$ cat src/rtl/carwash_pkg.sv
// rtl/carwash_pkg.sv - shared states, token costs and width helpers for the car wash controller
package carwash_pkg;

  typedef enum logic [1:0] {
    IDLE    = 2'd0,
    PRE     = 2'd1,
    SOAPING = 2'd2,
    FINAL   = 2'd3
  } wash_state_t;

  localparam int COST_BASIC  = 1;
  localparam int COST_DELUXE = 2;

  // Phase lengths are capped at 255, so an 8-bit timer always suffices.
  localparam int TW = 8;

  function automatic int cw_width(input int max_credit);
    return $clog2(max_credit + 1);
  endfunction

endpackage

$ cat src/rtl/phase_timer.sv
// rtl/phase_timer.sv - loadable down-counter that times one wash phase
module phase_timer
  import carwash_pkg::*;
(
  input  logic          clk,
  input  logic          rst_n,
  input  logic          load,
  input  logic [TW-1:0] load_val,
  output logic [TW-1:0] count,
  output logic          zero
);

  always_ff @(posedge clk or negedge rst_n) begin
    if (!rst_n) begin
      count <= '0;
    end else if (load) begin
      count <= load_val;
    end else if (count != '0) begin
      count <= count - 1'b1;
    end
  end

  assign zero = (count == '0);

endmodule

$ cat src/rtl/carwash_ctrl.sv
// rtl/carwash_ctrl.sv - token-credit car wash sequencer with basic and deluxe programs
module carwash_ctrl
  import carwash_pkg::*;
#(
  parameter int SPRAY_T     = 16,
  parameter int SOAP_T      = 8,
  parameter int SOAP_PASSES = 1,
  parameter int MAX_CREDIT  = 7
) (
  input  logic                             clk,
  input  logic                             CLR,
  input  logic                             TOKEN,
  input  logic                             START,
  input  logic                             DELUXE,
  input  logic                             ABORT,
  output logic                             SPRAY,
  output logic                             SOAP,
  output logic                             BUSY,
  output logic                             DONE,
  output logic                             REJECT,
  output logic                             OVF,
  output logic [cw_width(MAX_CREDIT)-1:0]  CREDIT
);

  localparam int CW  = cw_width(MAX_CREDIT);
  localparam int CW1 = CW + 1;
  localparam logic [CW1-1:0] MAXV      = CW1'(MAX_CREDIT);
  localparam logic [TW-1:0]  SPRAY_LD  = TW'(SPRAY_T - 1);
  localparam logic [TW-1:0]  SOAP_LD   = TW'(SOAP_T - 1);
  localparam logic [1:0]     LAST_PASS = 2'(SOAP_PASSES - 1);

  wash_state_t    state;
  logic [1:0]     pass_cnt;
  logic           done_r;

  logic           t_load;
  logic [TW-1:0]  t_load_val;
  logic [TW-1:0]  t_count;
  logic           t_zero;

  logic [CW1-1:0] cost;
  logic           accept;
  logic           expire;
  logic [CW1-1:0] credit_sum;

  assign cost   = DELUXE ? CW1'(COST_DELUXE) : CW1'(COST_BASIC);
  assign accept = (state == IDLE) && START && ({1'b0, CREDIT} >= cost);
  assign expire = (state != IDLE) && !ABORT && t_zero;

  // Tokens are credited in every state; the deduction only happens on an accepted start.
  assign credit_sum = {1'b0, CREDIT} + CW1'(TOKEN) - (accept ? cost : '0);

  // Every phase that follows PRE is a soap phase; every other entry is a spray phase.
  assign t_load     = accept || (expire && (state != FINAL));
  assign t_load_val = (state == PRE) ? SOAP_LD : SPRAY_LD;

  phase_timer u_timer (
    .clk      (clk),
    .rst_n    (CLR),
    .load     (t_load),
    .load_val (t_load_val),
    .count    (t_count),
    .zero     (t_zero)
  );

  // An abort in the final cycle cancels the completion pulse.
  assign DONE = done_r && !ABORT;

  always_ff @(posedge clk or negedge CLR) begin
    if (!CLR) begin
      state    <= IDLE;
      pass_cnt <= '0;
      done_r   <= 1'b0;
      SPRAY    <= 1'b0;
      SOAP     <= 1'b0;
      BUSY     <= 1'b0;
      REJECT   <= 1'b0;
      OVF      <= 1'b0;
      CREDIT   <= '0;
    end else begin
      REJECT <= (state == IDLE) && START && !accept;

      if (credit_sum > MAXV) begin
        CREDIT <= MAXV[CW-1:0];
        OVF    <= 1'b1;
      end else begin
        CREDIT <= credit_sum[CW-1:0];
        OVF    <= 1'b0;
      end

      if (state == IDLE) begin
        if (accept) begin
          state    <= DELUXE ? PRE : FINAL;
          pass_cnt <= '0;
          SPRAY    <= 1'b1;
          SOAP     <= 1'b0;
          BUSY     <= 1'b1;
          done_r   <= !DELUXE && (SPRAY_T == 1);
        end
      end else if (ABORT) begin
        state  <= IDLE;
        SPRAY  <= 1'b0;
        SOAP   <= 1'b0;
        BUSY   <= 1'b0;
        done_r <= 1'b0;
      end else if (t_zero) begin
        case (state)
          PRE: begin
            state <= SOAPING;
            SPRAY <= 1'b0;
            SOAP  <= 1'b1;
          end
          SOAPING: begin
            SPRAY <= 1'b1;
            SOAP  <= 1'b0;
            if (pass_cnt == LAST_PASS) begin
              state  <= FINAL;
              done_r <= (SPRAY_T == 1);
            end else begin
              state    <= PRE;
              pass_cnt <= pass_cnt + 1'b1;
            end
          end
          default: begin
            state  <= IDLE;
            SPRAY  <= 1'b0;
            SOAP   <= 1'b0;
            BUSY   <= 1'b0;
            done_r <= 1'b0;
          end
        endcase
      end else if (state == FINAL) begin
        done_r <= (t_count == TW'(1));
      end
    end
  end

endmodule

$ cat config.mk
export PLATFORM = sky130hd
export DESIGN_NAME = carwash_ctrl
export DESIGN_NICKNAME = d
export VERILOG_FILES = /design/src/rtl/carwash_pkg.sv /design/src/rtl/phase_timer.sv /design/src/rtl/carwash_ctrl.sv
export SDC_FILE = /design/constraint.sdc
export NUM_CORES = 1
export LEC_CHECK = 0
export CAP_MARGIN = 20
export CORE_MARGIN = 3
export CORE_UTILIZATION = 29
export DETAILED_ROUTE_END_ITERATION = 10
export GPL_ROUTABILITY_DRIVEN = 1
export HOLD_SLACK_MARGIN = 0.03
export PLACE_DENSITY = 0.59
export SLEW_MARGIN = 20
export SYNTH_ARGS = -nofsm -noshare
export SYNTH_HDL_FRONTEND = slang
export SYNTH_SLANG_ARGS = --single-unit
$ cat constraint.sdc
create_clock -name clk -period 4.75 [get_ports clk]
set_input_delay 0.95 -clock clk [delete_from_list [all_inputs] [get_ports clk]]
set_output_delay 0.95 -clock clk [all_outputs]
set_load 0.02 [all_outputs]
==> results.toml <==
[power]
powerDensity_mw_per_mm2 = 598
leakagePower_uw = 0.000725
ir_drop_mv = 0.287
p_total_uw = 913

[critical_path]
r2r-end = "CREDIT[2]"
cp_common_cell = "ha_1"
worst-path-stages = 13
cp_slowest_cell = "clkdlybuf4s50_1"
cp_cell_sequence = "clkdlybuf4s50_1 -> inv_1 -> ha_1 -> nand2b_1 -> a211oi_1 -> or2_2 -> nor2_1 -> ha_1 -> inv_1 -> ha_1 -> fa_1 -> xnor2_1 -> nand2_1"
path_delay_family = "adder cells"
cp.arrival_ns = 3.83
cp-end-kind = "flip-flop"
worstPathMaxFanout = 5
r2r_cells = 12
rrSetupSlack_ns = 1.95
crit_end = "CREDIT[2]"
setup.worst_path.start = "DELUXE"
start_kind = "input pin"
crit_required_ns = 4.89
critPathKind = "in2reg"
path_buf_inv = 3
max_stage_delay_ns = 0.50
reg2reg_from = "CREDIT[0]"

[min_path]
hp-start = "pass_cnt[0]"
hold_class = "reg2reg"

[detailed_routing]
routedWlPerCell_um = 13.3
drt-pass1-iter-count = 4
num_vias = 955
drt-total-wl_um = 2610
viasPerCell = 4.85
drc_errors = 0
ant_nets = 0
drtIter0Drc = 28

[logic_synthesis]
yosysSeqAreaShare_pct = 40.0
synth.area.top_cells = "dfrtp_1 (40%), ha_1 (15%), inv_1 (4.3%), nand2_1 (3.4%), nor2_1 (2.9%)"
synth_cell_types = 34
syn_inst = 132
syn_nets = 155
synth_top_area_share_pct = 40.0
yosysTopAreaCell = "dfrtp_1"
yosys_warnings = 0
avgSynthCellArea_um2 = 9.94
syn_area_mm2 = 0.00131
ys_ff_latch = 21

[outcome]
status = "finished clean"

[timing]
setup_viol_count_final = 0
slew_headroom_pct = 68.3
fin_crit_sh_pct = 77.7
hold_viol_final = 0
tns_ns = 0
tightest_slew_ns = 0.473
fmax_ghz = 0.271
finalCriticalPeriod_ns = 3.69
slew_violations = 0
rsz0062_at_grt = "false"
fin_skew_ns = 0.00123

[clock_network]
clk_latency_ns = 0.26
cts_buffers = 3
clock-root-buffer = "clkbuf_8"
holdBufCountCts = 0
numClockSinks = 21
ctsResizeCount = 0
cts_tree = "yes"
clk_transition_reported_paths_ns = 0.08
clockBufferDepth = 2
post_cts_buffers = 0
h-tree-depth = 1

[place]
dp_hpwl_um = 2020
gp_congestion = 0.848
port_buffers = 14

[final_layout]
insertedDiodeCount = 0
nFillCells = 417
drive_gt1_share_pct = 6.12
final_cell_mix = "dfrtp_1 (21), ha_1 (16), inv_1 (15), clkdlybuf4s50_1 (13), nand2_1 (12)"
utilization_pct = 36.6
final_common_cell = "dfrtp_1"
area.growth.synth_to_final_pct = 16.4
fin_nets = 171

[die]
core_mm2 = 0.00417
start_util_pct = 31.5
die_x_um = 73.3
die_area_mm2 = 0.00537
die_h_um = 73.3
core.rowCount = 23
io-pin-count = 15

[grt]
grt_max_degree = 22
overflow = 0
grt_pass1_vias = 956
antenna_found_initial = 0
grt_usage_pct = 10.6
grt_pass1_wl_um = 4400

[flow_run]
cap_violations = 0
==> report_power, final <==
part / total, uW / switching, uW / internal [uW]
clock network: 118 / 58.1 / 59.7
registers: 310 / 62.9 / 247
logic: 485 / 270 / 215
total: 913 / 390 / 522
==> Yosys cell counts, drive strengths merged <==
library cell / number
a211o: 1
a211oi: 1
a21o: 2
a21oi: 3
a31oi: 1
a32o: 1
a32oi: 1
and3: 4
and3b: 1
buf: 3
dfrtp: 21
fa: 1
ha: 16
inv: 15
mux2: 1
mux2i: 3
nand2: 12
nand2b: 5
nand3: 6
nand4b: 2
nor2: 10
nor2b: 2
nor4: 1
o211ai: 1
o21ai: 6
o22ai: 2
o31ai: 1
or2: 1
or3: 1
xnor2: 4
xor2: 3
==> area by class of cell <==
cell class / instances / area (um2) / share of cell area, %
tap: 50 / 62.6 / 4.09
clock buffer: 4 / 45.0 / 2.95
sequential: 21 / 526 / 34.4
inverter: 15 / 56.3 / 3.69
multi-input combinational: 93 / 703 / 46.0
timing repair buffer: 14 / 135 / 8.85
==> state kept, by name, indices dropped and copies added (netlist names) <==
name	count
u_timer.count	8
REJECT	1
done_r	1
state	2
BUSY	1
pass_cnt	2
SOAP	1
SPRAY	1
OVF	1
CREDIT	3
==> how the worst min path moves through the flow <==
stage / cells past startpoint / end
floorplan: 1 / pass_cnt[0]
global placement: 1 / pass_cnt[0]
detailed placement: 1 / done_r
CTS: 1 / pass_cnt[0]
global route: 1 / done_r
finish: 1 / pass_cnt[0]
==> routing by layer <==
layer,global-route usage (%),part of all wire [%],vias up
met5,0,0,-
met4,1.84,0.54,0
met3,3.01,3.9,2
met2,17.2,47,16
met1,14.3,49,461
li1,-,-,476
==> through the flow <==
stage               worst slack, ns  cell area (um2)  cells  hold WS (ns)
finish                         1.06             1530    197         0.494
global route                  0.871             1530    197         0.532
CTS                            1.08             1530    197         0.497
detailed placement            0.800             1490    193         0.482
global placement              0.905             1490    193         0.478
floorplan                      1.45             1310    132         0.455
==> logic make-up (layout without fill, tap and decap cells) <==
logic type	after synthesis	after routing	synth area share, %
AO/OA/AOI/OAI	20	20	10.5
XOR/XNOR	7	7	4.67
adder cells (fa/ha/maj)	17	17	16.8
buffers and inverters	18	33	6.39
flip-flops	21	21	40.0
multiplexers	4	4	3.15
AND/OR/NAND/NOR	45	45	18.5
Note: power is estimated with default switching activity, not from simulation.
